**src/rtl/eth_pkg.sv**
```systemverilog
// rtl/eth_pkg.sv - shared types and constants for the Ethernet receive path
package eth_pkg;

  typedef enum logic [1:0] {
    IDLE = 2'd0,
    PRE  = 2'd1,
    DATA = 2'd2,
    BAD  = 2'd3
  } rx_state_t;

  localparam logic [1:0] PRE_DIBIT = 2'b01;
  localparam logic [1:0] SFD_DIBIT = 2'b11;

  localparam int MAX_FRAME_BYTES = 1522;

endpackage

```
**src/rtl/sat_counter.sv**
```systemverilog
// rtl/sat_counter.sv - up counter that sticks at all-ones
// Ports:
//   i_clk   clock
//   i_rst   synchronous active-high reset
//   i_clr   synchronous clear (wins over i_inc)
//   i_inc   increment request, ignored once the count is all-ones
//   o_count current count
module sat_counter #(
  parameter int W = 8
) (
  input  logic         i_clk,
  input  logic         i_rst,
  input  logic         i_clr,
  input  logic         i_inc,
  output logic [W-1:0] o_count
);

  logic [W-1:0] r_count;

  always_ff @(posedge i_clk) begin
    if (i_rst || i_clr) begin
      r_count <= '0;
    end else if (i_inc && (r_count != '1)) begin
      r_count <= r_count + 1'b1;
    end
  end

  assign o_count = r_count;

endmodule

```
**src/rtl/rmii_frame_rx.sv**
```systemverilog
// rtl/rmii_frame_rx.sv - RMII preamble/SFD lock and payload dibit forwarder
// Ports:
//   clk, rst   50 MHz reference clock, synchronous active-high reset
//   crsdv, rxd RMII CRS_DV and RXD[1:0] from the PHY
//   axiov/axiod payload dibit stream (destination MAC through FCS), arrival order
//   sof/eof    first-payload pulse / pulse the cycle after the last payload dibit
//   frame_len  payload bytes, valid with eof and held until the next eof
//   frame_err  valid with eof: payload dibit count not a multiple of 4
//   err_count  saturating count of rejected preambles
module rmii_frame_rx
  import eth_pkg::*;
#(
  parameter int MIN_PRE = 8,
  parameter int MAX_PRE = 32,
  parameter int LEN_W   = $clog2(MAX_FRAME_BYTES + 1),
  parameter int ERR_W   = 8
) (
  input  logic             clk,
  input  logic             rst,
  input  logic             crsdv,
  input  logic [1:0]       rxd,
  output logic             axiov,
  output logic [1:0]       axiod,
  output logic             sof,
  output logic             eof,
  output logic [LEN_W-1:0] frame_len,
  output logic             frame_err,
  output logic [ERR_W-1:0] err_count
);

  localparam int PRE_W = $clog2(MAX_PRE + 1);
  localparam int DIB_W = LEN_W + 2;

  rx_state_t        r_state;
  rx_state_t        w_state_nxt;
  logic [PRE_W-1:0] r_pre_cnt;
  logic [PRE_W-1:0] w_pre_nxt;

  logic             r_axiov;
  logic [1:0]       r_axiod;
  logic             r_sof;
  logic             r_eof;
  logic [LEN_W-1:0] r_frame_len;
  logic             r_frame_err;

  logic             w_axiov_nxt;
  logic [1:0]       w_axiod_nxt;
  logic             w_sof_nxt;
  logic             w_eof_nxt;
  logic             w_len_load;
  logic             w_err_inc;
  logic             w_dib_inc;
  logic             w_dib_clr;
  logic [DIB_W-1:0] w_dib_cnt;
  logic [ERR_W-1:0] w_err_count;

  sat_counter #(.W(ERR_W)) u_err_cnt (
    .i_clk   (clk),
    .i_rst   (rst),
    .i_clr   (1'b0),
    .i_inc   (w_err_inc),
    .o_count (w_err_count)
  );

  // Two spare bits below the byte count let frame_err see partial bytes.
  sat_counter #(.W(DIB_W)) u_dib_cnt (
    .i_clk   (clk),
    .i_rst   (rst),
    .i_clr   (w_dib_clr),
    .i_inc   (w_dib_inc),
    .o_count (w_dib_cnt)
  );

  always_comb begin
    w_state_nxt = r_state;
    w_pre_nxt   = r_pre_cnt;
    w_axiov_nxt = 1'b0;
    w_axiod_nxt = r_axiod;
    w_sof_nxt   = 1'b0;
    w_eof_nxt   = 1'b0;
    w_len_load  = 1'b0;
    w_err_inc   = 1'b0;
    w_dib_inc   = 1'b0;
    w_dib_clr   = 1'b0;
    case (r_state)
      IDLE: begin
        // Anything other than a preamble dibit (typically 00) is idle filler.
        if (crsdv && (rxd == PRE_DIBIT)) begin
          w_state_nxt = PRE;
          w_pre_nxt   = PRE_W'(1);
        end
      end
      PRE: begin
        if (!crsdv) begin
          w_state_nxt = IDLE;
          w_err_inc   = 1'b1;
        end else if (rxd == PRE_DIBIT) begin
          w_pre_nxt = r_pre_cnt + 1'b1;
          if (r_pre_cnt == PRE_W'(MAX_PRE - 1)) begin
            w_state_nxt = BAD;
            w_err_inc   = 1'b1;
          end
        end else if ((rxd == SFD_DIBIT) && (r_pre_cnt >= PRE_W'(MIN_PRE))) begin
          w_state_nxt = DATA;
          w_dib_clr   = 1'b1;
        end else begin
          w_state_nxt = BAD;
          w_err_inc   = 1'b1;
        end
      end
      DATA: begin
        if (crsdv) begin
          w_axiov_nxt = 1'b1;
          w_axiod_nxt = rxd;
          w_dib_inc   = 1'b1;
          w_sof_nxt   = (w_dib_cnt == '0);
        end else begin
          // Single low cycle ends the frame; the mid-frame CRS_DV toggle is not decoded.
          w_state_nxt = IDLE;
          w_eof_nxt   = 1'b1;
          w_len_load  = 1'b1;
          w_dib_clr   = 1'b1;
        end
      end
      BAD: begin
        if (!crsdv) begin
          w_state_nxt = IDLE;
        end
      end
      default: w_state_nxt = IDLE;
    endcase
  end

  always_ff @(posedge clk) begin
    if (rst) begin
      r_state     <= IDLE;
      r_pre_cnt   <= '0;
      r_axiov     <= 1'b0;
      r_axiod     <= 2'b00;
      r_sof       <= 1'b0;
      r_eof       <= 1'b0;
      r_frame_len <= '0;
      r_frame_err <= 1'b0;
    end else begin
      r_state   <= w_state_nxt;
      r_pre_cnt <= w_pre_nxt;
      r_axiov   <= w_axiov_nxt;
      r_axiod   <= w_axiod_nxt;
      r_sof     <= w_sof_nxt;
      r_eof     <= w_eof_nxt;
      if (w_len_load) begin
        r_frame_len <= w_dib_cnt[DIB_W-1:2];
        r_frame_err <= (w_dib_cnt[1:0] != 2'b00);
      end
    end
  end

  assign axiov     = r_axiov;
  assign axiod     = r_axiod;
  assign sof       = r_sof;
  assign eof       = r_eof;
  assign frame_len = r_frame_len;
  assign frame_err = r_frame_err;
  assign err_count = w_err_count;

endmodule

```
**config.mk**
```make
export PLATFORM = sky130hd
export DESIGN_NAME = rmii_frame_rx
export DESIGN_NICKNAME = d
export VERILOG_FILES = /design/src/rtl/eth_pkg.sv /design/src/rtl/sat_counter.sv /design/src/rtl/rmii_frame_rx.sv
export SDC_FILE = /design/constraint.sdc
export NUM_CORES = 1
export LEC_CHECK = 0
export ABC_AREA = 1
export CORE_MARGIN = 3
export CORE_UTILIZATION = 46
export CTS_CLUSTER_DIAMETER = 120
export DETAILED_ROUTE_END_ITERATION = 8
export PLACE_DENSITY = 0.82
export SYNTH_ARGS = -nofsm -noshare
export SYNTH_HDL_FRONTEND = slang
export SYNTH_SLANG_ARGS = --single-unit
```
**constraint.sdc**
```tcl
create_clock -name clk -period 1.53 [get_ports clk]
set_clock_uncertainty 0.1 [all_clocks]
set_input_delay 0.459 -clock clk [delete_from_list [all_inputs] [get_ports clk]]
set_output_delay 0.459 -clock clk [all_outputs]
set_load 0.01 [all_outputs]
```
==> out/results.tsv <==
metric	value	unit
status	complete, but fails checks	
failing checks	negative setup slack	
fin worst setup slack	-70.3	ps
pre-CTS setup slack	-541	ps
Routed Antenna Nets	0	
yosys warns	0	
initial antenna violation count	0	
RePlAce Congestion	0.897	
P&R area growth vs syn	47.0	%
CP max-delay cell	dfxtp_4	
WL per Instance	16.3	µm
final setup vio count	5	
placed cells	470	
M1 GR Usage	0.250	
NetSw	1.38	mW
syn nets	351	
Flop pwr share	0.399	
Pwr Density	1050	mW/mm²
CTS tree	built	
root buf cell	clkbuf_8	
final hold viol count	0	
CTS sink cnt	46	
DRT Pass-1 Iters	6	
PortBufs	29	
area occupied by multi-input gates	0.00155	mm²
Hold Crit Depth	2	
Die X	77.9	µm
sequential element share of the synthesized area	0.387	
DP Wirelength	4570	µm
final setup TNS	-86.5	ps
minimum clock period	1600	ps
Final Cycle Share	1.05	
row count	25	
RSZ-0062 raised after global routing	yes	
clock tree buffer depth	2	
Final #Nets	432	
ys flop type	dfxtp_1	
Crit. path cell count	7	
critical path fanouts, max	7	
slew margin rel.	0.810	
global-route wire length before repair	11200	µm
Yosys reg bits	46	
GRT overflow	0	
Cells after Synth	337	
Tot GR Track Use	0.226	
f_max	625	MHz
TritonCTS buffer count	5	
Worst Tran Pin Value	282	ps
Lkg Pwr	1.51	nW
Worst setup SP type	flop	
CP endpoint kind	flop	
met3 Usage GRT	0.0452	
hold crit path type	reg2reg	
Synth top area share	0.387	
Hold-fix buffers, CTS	0	
Avg Cell Area, Syn	7.06	µm²
delay-heaviest family, CP	flip-flops	
non-filler instance count after layout	484	
number of synthesized flops with an enable pin	0	
peak supply drop	472	µV
die footprint	0.00607	mm²
worst path bufs/invs	2	
Int Power	2.31	mW
Crit path largest cell delay	380	ps
worst r2r path cells	7	
dominant cell type by area after synthesis	dfxtp_1	
final hold slack	402	ps
Final Max Slew Viols	0	
Area contributors post-synth	dfxtp_1, nand2_1, nor2_1, inv_1, a21oi_1	
post-placement cell area	0.00305	mm²
Remaining DRCs	0	
Async S/R FF share, synth	0	
clock power share	0.206	
n_diodes	0	
starting density of the core	0.491	
met2 usage	0.412	
H-tree depth	2	
via count	2707	
WP data required	1610	ps
Yosys cell types	28	
worst-path cell chain	inv_4 > ha_4 > inv_1 > nor2_4 > a21oi_4 > o21ai_0 > nor2_1	
routed vias/inst	5.59	
drt initial violations	357	
vias in the first global route	2514	
Comb pwr share	0.395	
Filler cells	319	
switching power share of the total	0.374	
clock slew at the register clock pins of the worst setup and hold paths	100	ps
gr busiest metal	met2	
layout cells sized above 1	0.374	
Core Footprint	0.00485	mm²
Mapped Area	0.00238	mm²
pin count of the biggest net entering global routing	22	
cell area after layout	0.00350	mm²
Die Y	77.9	µm
Worst-Skew Late Latency	310	ps
WS Path Type	reg2reg	
DRT Wirelength	7900	µm
IO Pins	30	
crit path DAT	1680	ps
Max-Cap Viols	0	
sequential cell area	941	µm²
-- final timing paths --
path | from | endpoint | slack [ps]
worst max-delay path | r_state[1] | r_state[0] | -70
worst min-delay path | u_err_cnt.o_count[4] | u_err_cnt.o_count[4] | 400
worst max register to register | r_state[1] | r_state[0] | -70
worst min register to register | u_err_cnt.o_count[4] | u_err_cnt.o_count[4] | 400
-- cells by family (layout without fill, tap and decap cells) --
family,Yosys count,after routing,synth area share
AOI/OAI and AO/OA,60,60,0.145
xor gates and xnor gates,12,12,0.0442
adders and majority gates,9,9,0.0473
buffers and inverters,47,127,0.0841
DFF,46,46,0.387
and+or+nand+nor,163,163,0.293
-- routing by layer --
layer  vias up  wire (µm)
li1       1239          -
met1      1256       2950
met2       163       4010
met3        49        562
met4         0        382
met5         -          0
-- sequential cells by signal, summed over array words and instances (netlist names) --
register	cells
axiov	1
sof	1
u_dib_cnt.o_count	13
frame_err	1
eof	1
frame_len	11
u_err_cnt.o_count	8
r_pre_cnt	6
r_state	2
axiod	2
-- timing repair --
item                                    4_1_cts  5_1_grt
pin swaps                                     6       33
endpoints found under the hold margin         0        0
resized for setup                            54       80
setup buffers                                 4        4
gates cloned                                  0        0
endpoints found under the setup margin       59       43
-- worst reg2reg max path, cell delays in order (launching register included) --
cell	delay (ps)
dfxtp_4	380
inv_4	90
ha_4	200
inv_1	110
nor2_4	150
a21oi_4	80
o21ai_0	260
nor2_1	100
-- area by class of cell --
class,count,share of cell area
multi-input cells,244,0.443
flip-flops and latches,46,0.269
repair buffers,84,0.199
inverters,37,0.0411
well taps,67,0.0240
clock buffers,6,0.0236
-- cell usage after synthesis (2+ instances only) --
master     n
nand2_1   90
dfxtp_1   46
nor2_1    37
inv_1     36
a21oi_1   26
o21ai_0   20
nand3_1   13
a21oi_2   10
ha_1       9
xor2_1     9
nand4_1    7
nor2_2     5
buf_4      4
clkbuf_1   4
nor3_1     3
xnor2_1    3
nand2_2    2
nor2_4     2
o21ai_1    2
-- stage by stage --
| step | util | power, mW |
|---|---|---|
| after CTS | 0.664 | 3.26 |
| after global placement | 0.629 | 2.46 |
| final | 0.721 | 3.69 |
| after floorplan | - | 2.03 |
| after detailed placement | 0.629 | 2.51 |
| after global routing | 0.721 | 3.85 |
-- cells in the final DEF (no fill, tap or decap), types with 3 or more instances in the layout --
master and count:
dfxtp_1 34, nor2_2 5, inv_1 29, clkbuf_8 6
nor2_4 10, nand4_1 7, nand2_2 25, buf_6 8
buf_4 47, o21ai_0 19, xnor2_1 3, dfxtp_2 10
ha_4 5, inv_2 6, nor2_1 29, a21oi_1 17
nand2_1 65, a21oi_2 18, nand3_1 10, dlygate4sd2_1 25
xor2_1 8, ha_1 4
-- power by group through the flow --
stage / logic, mW / clock network (mW) / registers, mW
2_1_floorplan: 0.543 / 0 / 1.49
3_3_place_gp: 1.02 / 0 / 1.44
3_5_place_dp: 1.06 / 0 / 1.45
4_1_cts: 1.09 / 0.740 / 1.43
5_1_grt: 1.55 / 0.806 / 1.49
6_report: 1.46 / 0.759 / 1.47
Power figures use the tool's default switching activity.
